File: config.mk
export PLATFORM = sky130hd
export DESIGN_NAME = switch_logic_sequencer_flat
export DESIGN_NICKNAME = d
export VERILOG_FILES = /design/src/rtl/switch_logic_sequencer_if.sv /design/src/rtl/switch_logic_sequencer.sv /design/src/flat_wrapper.sv
export SDC_FILE = /design/constraint.sdc
export NUM_CORES = 1
export LEC_CHECK = 0
export CAP_MARGIN = 15
export CORE_ASPECT_RATIO = 0.8
export CORE_MARGIN = 1
export CORE_UTILIZATION = 44
export CTS_CLUSTER_DIAMETER = 80
export DETAILED_ROUTE_END_ITERATION = 8
export MAX_ROUTING_LAYER = met4
export PLACE_DENSITY = 0.62
export SLEW_MARGIN = 10
export SYNTH_ARGS = -nofsm -noshare
export SYNTH_HDL_FRONTEND = slang
export SYNTH_SLANG_ARGS = --single-unit
File: constraint.sdc
create_clock -name i_Clk -period 2.6 [get_ports i_Clk]
set_input_delay 0.65 -clock i_Clk [delete_from_list [all_inputs] [get_ports i_Clk]]
set_output_delay 0.65 -clock i_Clk [all_outputs]
set_load 0.005 [all_outputs]
File: src/rtl/switch_logic_sequencer_if.sv
// Switch/LED bundle for switch_logic_sequencer: raw switches in, pair-logic LEDs and mode out.
interface switch_logic_sequencer_if;
  logic [3:0] i_Switch;
  logic [3:0] o_LED;
  logic [1:0] o_Mode;

  modport master (output i_Switch, input o_LED, input o_Mode);
  modport slave  (input i_Switch, output o_LED, output o_Mode);
endinterface

File: src/rtl/switch_logic_sequencer.sv
// Debounced 4-switch pair-logic LED driver with a chord-stepped AND/OR/XOR/NAND mode.
// Define SEQ_AUTO_CYCLE_EN to also step the mode every AUTO_PERIOD cycles.
module switch_logic_sequencer #(
  parameter int DEBOUNCE_LIMIT = 250000,
  parameter int AUTO_PERIOD    = 25000000
) (
  input  logic                    i_Clk,
  input  logic                    i_Rst_L,
  switch_logic_sequencer_if.slave bus
);
  localparam int DCW = $clog2(DEBOUNCE_LIMIT);

  typedef enum logic [1:0] {MODE_AND, MODE_OR, MODE_XOR, MODE_NAND} mode_e;

  logic [3:0]          sync1_q, sync1_d, sync2_q, sync2_d;
  logic [3:0]          deb_q, deb_d, prev_q, prev_d;
  logic [3:0][DCW-1:0] cnt_q, cnt_d;
  logic [3:0]          led_q, led_d;
  logic [3:0]          lhs, rhs;
  mode_e               mode_q, mode_d;
  logic                chord, step;

  always_comb begin
    sync1_d = bus.i_Switch;
    sync2_d = sync1_q;
    deb_d   = deb_q;
    prev_d  = deb_q;
    cnt_d   = '0;
    for (int i = 0; i < 4; i++) begin
      if (sync2_q[i] != deb_q[i]) begin
        if (cnt_q[i] == DCW'(DEBOUNCE_LIMIT - 1)) deb_d[i] = sync2_q[i];
        else                                      cnt_d[i] = cnt_q[i] + 1'b1;
      end
    end
  end

  // Rising edge into the all-on chord only; holding it does not repeat the step.
  assign chord = (deb_q == 4'b1111) && (prev_q != 4'b1111);

`ifdef SEQ_AUTO_CYCLE_EN
  localparam int ACW = $clog2(AUTO_PERIOD);
  logic [ACW-1:0] auto_q, auto_d;
  logic           expire;

  assign expire = (auto_q == ACW'(AUTO_PERIOD - 1));
  assign step   = chord | expire;
  assign auto_d = step ? '0 : auto_q + 1'b1;
`else
  assign step = chord;
`endif

  always_comb begin
    mode_d = mode_q;
    if (step) begin
      case (mode_q)
        MODE_AND:  mode_d = MODE_OR;
        MODE_OR:   mode_d = MODE_XOR;
        MODE_XOR:  mode_d = MODE_NAND;
        MODE_NAND: mode_d = MODE_AND;
        default:   mode_d = MODE_AND;
      endcase
    end
  end

  // LED n pairs left switch n/2 with right switch 2+n%2.
  assign lhs = {deb_q[1], deb_q[1], deb_q[0], deb_q[0]};
  assign rhs = {deb_q[3], deb_q[2], deb_q[3], deb_q[2]};

  always_comb begin
    led_d = '0;
    case (mode_q)
      MODE_AND:  led_d = lhs & rhs;
      MODE_OR:   led_d = lhs | rhs;
      MODE_XOR:  led_d = lhs ^ rhs;
      MODE_NAND: led_d = ~(lhs & rhs);
      default:   led_d = '0;
    endcase
  end

  always_ff @(posedge i_Clk) begin
    if (!i_Rst_L) begin
      sync1_q <= '0;
      sync2_q <= '0;
      deb_q   <= '0;
      prev_q  <= '0;
      cnt_q   <= '0;
      led_q   <= '0;
      mode_q  <= MODE_AND;
`ifdef SEQ_AUTO_CYCLE_EN
      auto_q  <= '0;
`endif
    end else begin
      sync1_q <= sync1_d;
      sync2_q <= sync2_d;
      deb_q   <= deb_d;
      prev_q  <= prev_d;
      cnt_q   <= cnt_d;
      led_q   <= led_d;
      mode_q  <= mode_d;
`ifdef SEQ_AUTO_CYCLE_EN
      auto_q  <= auto_d;
`endif
    end
  end

  assign bus.o_LED  = led_q;
  assign bus.o_Mode = mode_q;
endmodule

File: src/flat_wrapper.sv
// flat-port wrapper written by rule: the top's interface ports become plain ports
module switch_logic_sequencer_flat 
#(
  parameter int DEBOUNCE_LIMIT = 250000,
  parameter int AUTO_PERIOD    = 25000000
)
  (i_Clk, i_Rst_L, bus_i_Switch, bus_o_LED, bus_o_Mode);
  switch_logic_sequencer_if bus_i ();
  input  logic i_Clk;
  input  logic i_Rst_L;
  input wire logic [$bits(bus_i.i_Switch)-1:0] bus_i_Switch;
  output wire logic [$bits(bus_i.o_LED)-1:0] bus_o_LED;
  output wire logic [$bits(bus_i.o_Mode)-1:0] bus_o_Mode;
  assign bus_i.i_Switch = bus_i_Switch;
  assign bus_o_LED = bus_i.o_LED;
  assign bus_o_Mode = bus_i.o_Mode;
  switch_logic_sequencer #(.DEBOUNCE_LIMIT(DEBOUNCE_LIMIT), .AUTO_PERIOD(AUTO_PERIOD)) u_core (.i_Clk(i_Clk), .i_Rst_L(i_Rst_L), .bus(bus_i));
endmodule
==> results of run 1 <==
[where the power goes]
group	switching (uW)	internal, uW
Sequential	3.86	1450
Combinational	20.3	17.6
Clock	516	939
Total	541	2400
[cells by family (layout without fill, tap and decap cells)]
| logic type | Yosys count | count (layout) | share of synthesized area [%] |
|---|---|---|---|
| buffers and inverters | 38 | 58 | 3.78 |
| AO/OA/AOI/OAI | 27 | 27 | 5.84 |
| adder cells (fa/ha/maj) | 16 | 16 | 4.69 |
| AND/OR/NAND/NOR | 230 | 230 | 27.7 |
| flip-flops | 94 | 94 | 44.1 |
| XOR/XNOR | 62 | 62 | 12.7 |
| multiplexers | 5 | 5 | 1.17 |
[per-layer routing]
| metal | up-vias | share of wire (%) | GRT usage (%) |
|---|---|---|---|
| met5 | - | 0 | - |
| met4 | 0 | 1.2 | 5.33 |
| met3 | 6 | 3.6 | 5.87 |
| met2 | 47 | 43 | 24.5 |
| met1 | 1480 | 52 | 22.3 |
| li1 | 1677 | - | - |
[cell usage after synthesis]
cell type  instances
dfxtp_1           94
or4_4              1
a41oi_1            1
o41ai_4            1
o41ai_1            1
nor2b_1            1
o31ai_1            4
or4_1              7
nand2b_1           1
nand4_1           26
mux2i_1            5
a21oi_1            5
xor2_1            28
o211ai_2           1
ha_1              16
buf_6              2
o21ai_0            5
and2_1            17
or4b_1             1
inv_1             25
o211a_1            1
xnor2_1           34
nand3_1           25
nor4_1            20
nor3_1             8
a222oi_1           4
nor4b_1            3
or3_1              1
buf_2              3
or2_2              2
nor4bb_1           1
o21ba_2            1
nand2_1           30
and4_1             7
o31a_1             1
nor2_1            75
o21ai_4            1
clkbuf_1           8
o311ai_4           1
and3_1             4
[per-stage QoR]
stage	cell area [um^2]	instances
after floorplan	4270	472
after global placement	4500	591
after detailed placement	4500	591
after CTS	4830	607
after global routing	4830	607
final	4830	607
[flip-flops by register name, summed over array words and instances (netlist names)]
register and flops:
u_core.cnt_q 72, u_core.bus.o_LED 4, u_core.deb_q 4, u_core.prev_q 4, u_core.sync1_q 4, u_core.sync2_q 4, u_core.bus.o_Mode 2
[final timing paths]
kind / startpoint / endpoint / slack, ns
min: u_core.sync1_q[2] / u_core.sync2_q[2] / 0.44
max reg2reg: u_core.cnt_q[32] / u_core.cnt_q[22] / 0.48
min reg2reg: u_core.sync1_q[2] / u_core.sync2_q[2] / 0.44
max: u_core.cnt_q[32] / u_core.cnt_q[22] / 0.48
[area by class of cell]
class,instances,area share [%]
clock inverters,4,1.97
flip-flops and latches,94,39.0
clock buffers,12,4.90
repair buffers,17,3.21
inverters,25,1.94
multi-input cells,340,46.0
well taps,115,2.98
[cells in the final DEF, fill, tap and decap left out, types with 2 or more instances in the layout]
cell | netlist | layout
nand2_1 | 30 | 30
and4_1 | 7 | 7
a21oi_1 | 5 | 5
nand3_1 | 25 | 25
or2_2 | 2 | 2
ha_1 | 16 | 16
and2_1 | 17 | 17
o31ai_1 | 4 | 4
nand4_1 | 26 | 26
dfxtp_1 | 94 | 94
xnor2_1 | 34 | 34
and3_1 | 4 | 4
clkbuf_16 | 0 | 9
nor3_1 | 8 | 8
xor2_1 | 28 | 28
clkdlybuf4s50_1 | 0 | 11
nor2_1 | 75 | 75
buf_4 | 0 | 6
inv_1 | 25 | 25
o21ai_0 | 5 | 5
mux2i_1 | 5 | 5
clkbuf_1 | 8 | 3
a222oi_1 | 4 | 4
or4_1 | 7 | 7
bufinv_16 | 0 | 3
nor4b_1 | 3 | 3
nor4_1 | 20 | 20
==> key figures, run 1 <==
Finish
  – Area Overhead vs Synth: 13.2%
  – FILL cells: 866
  – Final Util: 52.3%
  – Share of layout cells above drive strength 1: 5.49%
  – Layout Nets: between 500 and 600
  – Footprint of the multi-input gates: 2220 um^2
  – Diode count: 0
  – Register Area: ~1900 um^2

Floorplanning
  – DIE AREA: between 10,000 and 15,000 um^2
  – Num rows: 31
  – Chip width: 112 um
  – Die Y: 90.1 um
  – # IOs: 12
  – Starting Density: 46.2%
  – Core area: between 9000 and 10,000 um^2

CTS
  – Postcts setup bufs: 0
  – Post-CTS Hold Fix Bufs: 0
  – Clk pin slew, worst setup/hold paths: around 0.06 ns
  – Gates resized, CTS repair: 0
  – CTS tree: done
  – Total CTS buffers: 9
  – Htree depth: 3
  – Clock sink total: 94
  – Clock Tree Buf Depth: 2
  – CTS root buf: clkbuf_16
  – Worst-skew pair later-pin latency: 0.34 ns

Critical path
  – R2r worst-path depth: 5
  – CP cell instances: nand3_1 -> or4b_1 -> o311ai_4 -> buf_4 -> nor2_1
  – WP depth: 5
  – Worst path slowest cell: or4b_1
  – CP required: ~2.8 ns
  – Crit. End Element: register
  – CP arrival: approximately 2.4 ns
  – WS Path Type: reg -> reg
  – Critical path's top delay family: simple AND/OR/NAND/NOR gates
  – Slowest cell delay on critical path: between 0.6 and 0.7 ns
  – Startpoint Class: register
  – Crit Path Max Fanout: 13
  – Buf/Inv on CP: 1

Place
  – Hpwl dp: approximately 5300 um
  – Final RePlAce weighted congestion: 0.834
  – Pre-CTS setup slack: 0.343 ns
  – Port buffer count: 11

Job
  – Max Cap Violations: 0

Synthesis
  – Synth area leader: dfxtp_1
  – Flops & latches, synth: 94
  – Netlist Area Pre-Place: 4270 um^2
  – Post-Synthesis Cells: 472
  – Post-synth top area share: 44.1%
  – Syn avg cell area: roughly 9.0 um^2
  – Register area share after synthesis: about 44%
  – Syn. warnings: 0
  – Synth top area cells: dfxtp_1 (44%), xnor2_1 (7.0%), nor2_1 (6.6%)
  – Post-synthesis net count: about 490
  – Synth unique cells: 40

Timing
  – Max-slew violation count: 0
  – Crit share post-route: 81.4%
  – Final setup skew: 0.00630 ns
  – Crit path time final: 2.12 ns
  – Highest Clock Rate: 0.472 GHz
  – # setup viols final: 0
  – Hold Fails Final Rpt: 0
  – Final worst slack: 0.483 ns
  – Slew @ Worst Pin: 0.717 ns
  – Setup TNS: 0 ns
  – Final hold slack: 0.436 ns
  – Unrepaired setup endpoints after global routing: false
  – Rel. slew slack: 52.1%

Global routing
  – Largest net degree at the start of global routing: 19
  – Initial antenna violation count: 0
  – Vias in the first global route: 2,981
  – First-pass GRT wire length: approximately 13,000 um
  – Total track usage: around 17%
  – Grt ovf: 0

Drt
  – Vias: 3,210
  – Via density: 5.29
  – Wire length per cell: 12.6 um
  – Final ANT Viol Nets: 0
  – DRC Markers: 1
  – First-pass iteration count of the detailed router: 8
  – 1st-iter DRT viols: 182
  – Total wire length: 7650 um

Min path
  – Hold path depth: 1
  – Hold/Removal Path Class: reg -> reg

Power and ir drop
  – PwrDens: 610 nW/um^2
  – Leakage power total: 0.00161 uW
  – Maximum VDD drop: about 0.32 mV
  – Design Power: 2940 uW

Status
  – Violated checks: design-rule violations
  – Status: complete, but fails checks
(Power assumes the default switching activity.)
==> run 2, diff against run 1 <==
==> constraint.sdc (replaced) <==
create_clock -name i_Clk -period 2.14 [get_ports i_Clk]
set_input_delay 0.535 -clock i_Clk [delete_from_list [all_inputs] [get_ports i_Clk]]
set_output_delay 0.535 -clock i_Clk [all_outputs]
set_load 0.005 [all_outputs]
==> run 2 against run 1 <==
  * The run still ends with design-rule violations left
  * Clock power up 21%
  * Critical path depth down 1
  * Maximum frequency up 6.1%
  * First-iteration DRC count down 25%
  * Routed wire length down 0.16%
  * Via count down 1.3%
  * Total power up 21%
  * Register-to-register slack worse by 0.34 ns
  * Critical endpoint is now u_core.cnt_q[4]
  * Largest power group unchanged
==> key figures, run 2 (same netlist as run 1, synthesis figures left out) <==
Finish
  – Commonest cells after routing, fill and taps aside: dfxtp_1 (94), nor2_1 (75), xnor2_1 (34)
  – Most common cell after layout, fill and taps aside: dfxtp_1
  – Fin area: just under 5000 um^2
  – Layout Nets: 514
  – Max FFs per register: 72
  – Final Util: 52.8%
  – Footprint of the multi-input gates: 2220 um^2
  – Diode count: 0
  – FILL cells: 846
  – Reg with most FFs: u_core.cnt_q
  – Share of layout cells above drive strength 1: around 7%
  – Area Overhead vs Synth: 14.2%
  – Register Area: 1880 um^2

Min path
  – Hold/Removal Path Class: reg -> reg

CTS
  – Htree depth: 3
  – Worst-skew pair later-pin latency: roughly 0.34 ns
  – CTS tree: done
  – Clock Tree Buf Depth: 2
  – Clk pin slew, worst setup/hold paths: 0.06 ns
  – CTS root buf: clkbuf_16
  – Gates resized, CTS repair: 0
  – Total CTS buffers: 9
  – Clock sink total: 94
  – Post-CTS Hold Fix Bufs: 0
  – Postcts setup bufs: 0

Power and ir drop
  – Maximum VDD drop: 0.320 mV
  – Internal power: 2900 uW
  – Comb pwr share: 1.4%
  – Clock network fraction of design power: 49.4%
  – Sw Pwr: roughly 680 uW
  – Design Power: around 3600 uW
  – PwrDens: approximately 730 nW/um^2
  – Net Sw Frac: a little under a fifth
  – Leakage power total: 0.00164 uW
  – Register share of total power: 49.3%

Critical path
  – CP cell instances: or4_1 -> or4_4 -> o21ai_4 -> nor2_1
  – CP required: 2.35 ns
  – CP arrival: 2.21 ns
  – Startpoint Class: register
  – Crit. End Element: register
  – Slowest cell delay on critical path: around 0.53 ns
  – WS Path Type: reg -> reg
  – Worst path slowest cell: or4_1
  – Crit Path Max Fanout: 16

Drt
  – Vias: 3,168
  – Final ANT Viol Nets: 0
  – Total wire length: 7640 um
  – DRC Markers: 1
  – Wire length per cell: 12.5 um
  – Via density: 5.18
  – First-pass iteration count of the detailed router: 6
  – 1st-iter DRT viols: ~140

Timing
  – Highest Clock Rate: 0.501 GHz
  – Crit path time final: 2.00 ns
  – Unrepaired setup endpoints after global routing: false
  – Rel. slew slack: 64.5%
  – Final worst slack: 0.144 ns
  – Slew @ Worst Pin: 0.528 ns
  – # setup viols final: 0
  – Hold Fails Final Rpt: 0
  – Final setup skew: about 0.0080 ns
  – Setup TNS: 0 ns
  – Max-slew violation count: 0
  – Crit share post-route: between 90% and 100%

Status
  – Status: complete, but fails checks
  – Violated checks: design-rule violations

Floorplanning
  – Starting Density: 46.2%
  – Chip width: 112 um
  – Num rows: 31
  – Core area: 9230 um^2
  – # IOs: 12
  – DIE AREA: 10,100 um^2
  – Die Y: 90.1 um

Global routing
  – Grt ovf: 0
  – Total track usage: 17.1%
  – Largest net degree at the start of global routing: 19
  – First-pass GRT wire length: 13,500 um
  – Initial antenna violation count: 0
  – Vias in the first global route: 2,940

Place
  – Final RePlAce weighted congestion: 0.804
  – Hpwl dp: 5480 um
  – Dpl cell area: between 4000 and 5000 um^2
  – Port buffer count: 11
  – Pre-CTS setup slack: 0.133 ns

Job
  – Max Cap Violations: 0
run 2: cell types whose count changed in the layout (fill, tap and decap cells not counted), sizes merged:
cell / previous run / this run
clkbuf: 12 / 13
bufinv: 3 / 2
buf: 6 / 11
run 2: worst paths after layout:
check | from | end | slack, ns | cells past startpoint
worst max-delay path | u_core.cnt_q[8] | u_core.cnt_q[4] | 0.14 | 4
worst min-delay path | u_core.sync1_q[0] | u_core.sync2_q[0] | 0.43 | 1
worst max register to register | u_core.cnt_q[8] | u_core.cnt_q[4] | 0.14 | 4
worst min register to register | u_core.sync1_q[0] | u_core.sync2_q[0] | 0.43 | 1
run 2: critical path, delay by kind of cell (launching register included):
family           cells  cell delay [ns]
flip-flops           1             0.35
AO/OA/AOI/OAI        1             0.38
AND/OR/NAND/NOR      3             1.15
run 2: area by class of cell:
type	instances	share of cell area (%)
multi-input combinational	340	45.6
sequential	94	38.6
clock buffer	13	5.55
timing repair buffer	22	3.96
tap	115	2.95
inverter	25	1.93
clock inverter	3	1.34
run 2: layer usage:
layer  track usage [%]  part of all wire [%]  vias to the layer above
met3              4.25                   3.1                       11
met1              22.6                    53                     1442
met4              6.33                   1.5                        0
met2              25.2                    42                       36
li1                  -                     -                     1679
met5                 -                     0                        -
run 2: power by group through the flow:
stage / clock [uW] / combinational [uW] / sequential, uW
2_1_floorplan: 0 / 29.3 / 1800
3_3_place_gp: 0 / 48.5 / 1800
3_5_place_dp: 0 / 49.0 / 1800
4_1_cts: 1810 / 49.5 / 1760
5_1_grt: 1880 / 53.7 / 1760
6_report: 1770 / 48.5 / 1760
run 2: through the flow:
stage,instances,hold slack [ns]
6_report,612,0.432
3_5_place_dp,596,0.420
3_3_place_gp,596,0.418
5_1_grt,612,0.449
2_1_floorplan,472,0.412
4_1_cts,612,0.436
